--- src/rtl/bcd_to_bin.sv ---
// rtl/bcd_to_bin.sv - sequential BCD to binary converter using shift-and-subtract-3.
// Define BCD_DIGIT_CHECK_EN to reject inputs containing digits above 9 (err with done).
module bcd_to_bin #(
  parameter int DIGITS = 3
) (
  input  logic                  clk,
  input  logic                  rst,
  input  logic                  start,
  input  logic [4*DIGITS-1:0]   bcd_in,
  output logic                  busy,
  output logic                  done,
  output logic [4*DIGITS-1:0]   bin_out,
  output logic                  err
);

  localparam int W  = 4 * DIGITS;
  localparam int CW = $clog2(W + 1);

  typedef enum logic [1:0] {IDLE, SHIFT, DONE} state_t;

  state_t          state, state_nx;
  logic [2*W-1:0]  work;
  logic [2*W-1:0]  work_step;
  logic [CW-1:0]   cnt;

`ifdef BCD_DIGIT_CHECK_EN
  logic bad;
  logic bad_r;

  always_comb begin
    bad = 1'b0;
    for (int i = 0; i < DIGITS; i++) begin
      if (bcd_in[4*i +: 4] > 4'd9) bad = 1'b1;
    end
  end
`endif

  // Upper half holds the BCD digits; each step moves one bit into the binary half
  // and corrects every digit that borrowed a 10 (value >= 8) by subtracting 3.
  always_comb begin
    work_step = work >> 1;
    for (int i = 0; i < DIGITS; i++) begin
      if (work_step[W + 4*i + 3]) begin
        work_step[W + 4*i +: 4] = work_step[W + 4*i +: 4] - 4'd3;
      end
    end
  end

  always_ff @(posedge clk) begin
    if (rst) state <= IDLE;
    else     state <= state_nx;
  end

  always_comb begin
    state_nx = state;
    case (state)
      IDLE: begin
        if (start) begin
`ifdef BCD_DIGIT_CHECK_EN
          state_nx = bad ? DONE : SHIFT;
`else
          state_nx = SHIFT;
`endif
        end
      end
      SHIFT: begin
        if (cnt == CW'(W - 1)) state_nx = DONE;
      end
      DONE:    state_nx = IDLE;
      default: state_nx = IDLE;
    endcase
  end

  assign busy = (state != IDLE);

  always_ff @(posedge clk) begin
    if (rst) begin
      work    <= '0;
      cnt     <= '0;
      done    <= 1'b0;
      bin_out <= '0;
`ifdef BCD_DIGIT_CHECK_EN
      bad_r   <= 1'b0;
      err     <= 1'b0;
`endif
    end else begin
      done <= 1'b0;
      case (state)
        IDLE: begin
          if (start) begin
            work <= {bcd_in, {W{1'b0}}};
            cnt  <= '0;
`ifdef BCD_DIGIT_CHECK_EN
            bad_r <= bad;
`endif
          end
        end
        SHIFT: begin
          work <= work_step;
          cnt  <= cnt + 1'b1;
        end
        DONE: begin
          done <= 1'b1;
`ifdef BCD_DIGIT_CHECK_EN
          bin_out <= bad_r ? '0 : work[W-1:0];
          err     <= bad_r;
`else
          bin_out <= work[W-1:0];
`endif
        end
        default: ;
      endcase
    end
  end

`ifndef BCD_DIGIT_CHECK_EN
  assign err = 1'b0;
`endif

endmodule
--- config.mk ---
export PLATFORM = sky130hd
export DESIGN_NAME = bcd_to_bin
export DESIGN_NICKNAME = d
export VERILOG_FILES = /design/src/rtl/bcd_to_bin.sv
export SDC_FILE = /design/constraint.sdc
export NUM_CORES = 1
export LEC_CHECK = 0
export CORE_MARGIN = 4
export CORE_UTILIZATION = 30
export DETAILED_ROUTE_END_ITERATION = 7
export PLACE_DENSITY = 0.57
export REMOVE_ABC_BUFFERS = 1
export SYNTH_ARGS = -nofsm -noshare
export SYNTH_HDL_FRONTEND = slang
export SYNTH_SLANG_ARGS = --single-unit
--- constraint.sdc ---
create_clock -name clk -period 1.68 [get_ports clk]
set_input_delay 0.168 -clock clk [delete_from_list [all_inputs] [get_ports clk]]
set_output_delay 0.168 -clock clk [all_outputs]
set_load 0.02 [all_outputs]
==> impl_metrics.py <==
metrics = {
    "power_and_ir_drop": {
        "p_sw_frac": 0.241,
        "p_per_area_mw_per_mm2": 950,
        "seqPwrFrac": 0.506,
        "cellLeakagePower_nw": 0.849,
        "p_sw_mw": 0.520,
        "irDropWorstVdd_mv": 0.387,
        "clockPowerShare": 0.376,
        "comb_power_share": 0.118,
        "p_int_mw": 1.64,
    },
    "clock_network": {
        "clockBufferDepth": 2,
        "cts_tree": "done",
        "cts_setup_buffers": 0,
        "cts_sinks": 43,
        "cts-htree-levels": 2,
        "clock-root-buffer": "clkbuf_8",
        "postCtsHoldBufs": 0,
        "clk_latency_ps": 300,
        "cts_buffers": 5,
        "path_clk_slew_ps": 80,
    },
    "outcome": {
        "status": "complete, no violations",
    },
    "setup_path": {
        "reg2reg_from": "state[0]",
        "crit_arrival_ps": 1760,
        "reg2reg_slack_ps": 170,
        "cp-start-kind": "flip-flop",
        "rr_worst_depth": 5,
        "cp_max_fo": 12,
        "worstPathRequired_ps": 1930,
        "r2r_end": "work[1]",
        "crit_type": "reg -> reg",
        "crit_path_end_kind": "flip-flop",
    },
    "global_routing": {
        "overflow": 0,
        "grt_usage": 0.109,
        "antenna_found_initial": 0,
        "grt_pass1_wl_um": 6230,
        "first_global_vias": 1289,
        "grt_max_degree": 16,
    },
    "place": {
        "dp_hpwl_um": 2650,
        "pre_cts_slack_ps": 55.0,
        "dp.cells": 288,
        "port_buffers": 28,
        "globalplace.congestion": 0.795,
    },
    "min_path": {
        "hp-class": "reg -> reg",
        "hp-start": "work[21]",
        "hold_end": "work[21]",
        "min_path_cells": 1,
    },
    "timing": {
        "tns_ps": 0,
        "hold_violations": 0,
        "max_freq_mhz": 660,
        "setup_slack_ps": 165,
        "layout_worst_path_cycle_share": 0.902,
        "rsz0062_at_grt": "false",
        "setup_violations": 0,
        "drv_slew": 0,
        "period_minus_slack_ps": 1510,
        "fin_skew_ps": 9.58,
        "whs_ps": 450,
    },
    "drt": {
        "wl_per_cell_um": 12.3,
        "vias_per_cell": 4.73,
        "via_count": 1399,
        "firstDrtPassIters": 4,
        "drc": 0,
        "ant_nets": 0,
        "drtIter0Drc": 89,
        "wl_um": 3650,
    },
    "logic_synthesis": {
        "synth.most_common_cell": "dfxtp_1",
        "async_flop_share": 0,
        "synth_top_area_frac": 0.492,
        "yosysTopAreaCell": "dfxtp_1",
        "synthTopCellsByArea": "dfxtp_1 49%, a22o_1 7.5%, nand2_1 6.2%",
        "synth_edf_count": 0,
        "ys_types": 37,
        "synth_seq_area_share": 0.492,
        "ys_ff_latch": 43,
        "netlist_area_mm2": 0.00175,
        "synthTopCellsByCount": "43 x dfxtp_1, 29 x nand2_1, 17 x a21oi_1",
        "synth_top_flop_cell": "dfxtp_1",
        "synthCells": 187,
        "syn_area_per_cell_um2": 9.36,
        "ys_warn_count": 0,
    },
    "final_layout": {
        "layoutNonFillerInstCount": 296,
        "area_growth_pct": 29.7,
        "seqCellArea_um2": 861,
        "fin_nets": 241,
        "drive_gt1_frac": 0.143,
        "antennaDiodeCount": 0,
        "nFillCells": 570,
        "multiInputGateArea_um2": 820,
    },
    "die": {
        "dieWidth_um": 84.4,
        "ioPinCount": 30,
        "dieArea_mm2": 0.00712,
        "coreArea_mm2": 0.00557,
        "rows": 27,
        "fp.dieH_um": 84.4,
        "start_util": 0.314,
    },
    "job": {
        "maxCapViolations": 0,
    },
}
## cell type report
cell class	count	share of cell area
sequential	43	0.379
multi-input combinational	129	0.361
timing repair buffer	41	0.166
clock buffer	5	0.0303
clock inverter	3	0.0193
inverter	3	0.00496
tap	72	0.0397
## sequential cells by signal, summed over array words and instances, names as in the netlist
| register | flops |
|---|---|
| bin_out | 12 |
| cnt | 4 |
| done | 1 |
| state | 2 |
| work | 24 |
## kinds of logic after synthesis
group,Yosys count,synth area share
AOI/OAI and AO/OA,48,0.199
DFF,43,0.492
buffers and inverters,15,0.0415
xor gates and xnor gates,4,0.0200
and+or+nand+nor,70,0.206
other,1,0.00214
muxes,3,0.0186
adders and majority gates,3,0.0214
## timing repair
| action | CTS | global route |
|---|---|---|
| pin swaps | 0 | 0 |
| endpoints found under the setup margin | 1 | 3 |
| resized for setup | 1 | 1 |
| cloned | 0 | 0 |
## how the worst max path moves through the flow
| stage | depth (start not counted) | slack [ps] | end | start |
|---|---|---|---|---|
| 2_1_floorplan | 3 | 9 | work[21] | state[0] |
| 3_3_place_gp | 5 | 90 | work[18] | rst |
| 3_5_place_dp | 5 | 50 | work[1] | start |
| 4_1_cts | 3 | 160 | bin_out[1] | state[1] |
| 5_1_grt | 5 | 60 | work[10] | state[0] |
| 6_report | 5 | 170 | work[1] | state[0] |
## routing by layer
metal	track usage	share of wire
met5	0	0
met4	0.0302	0.011
met3	0.0412	0.046
met2	0.164	0.42
met1	0.147	0.52
## power groups by stage
stage          combinational, mW  clock [mW]  sequential (mW)
5_1_grt                    0.286       0.887             1.10
6_report                   0.255       0.810             1.09
2_1_floorplan              0.143           0             1.11
3_3_place_gp               0.258           0             1.11
3_5_place_dp               0.260           0             1.12
4_1_cts                    0.259       0.838             1.09
## worst max-delay path: stages, from the launching register on
cell and delay [ps]:
dfxtp_1 390, buf_4 200, o21ba_2 220, nor2_2 250, buf_4 240, a22o_1 150
## per-stage QoR
stage           util  power (mW)  instance area (µm²)
2_1_floorplan      -        1.25                 1690
3_3_place_gp   0.387        1.37                 2160
3_5_place_dp   0.387        1.38                 2160
4_1_cts        0.407        2.19                 2270
5_1_grt        0.407        2.27                 2270
6_report       0.407        2.16                 2270
## cell usage in the layout (no fill, tap or decap), types with 5 or more instances in the layout
cell type / n
nor2_1: 10
a22o_1: 15
nand2_1: 29
a21oi_1: 17
nor2b_1: 5
clkdlybuf4s50_1: 27
buf_4: 13
dfxtp_1: 43
clkbuf_8: 5
nor3_1: 5
No activity file was read; power rests on OpenSTA's default activity.
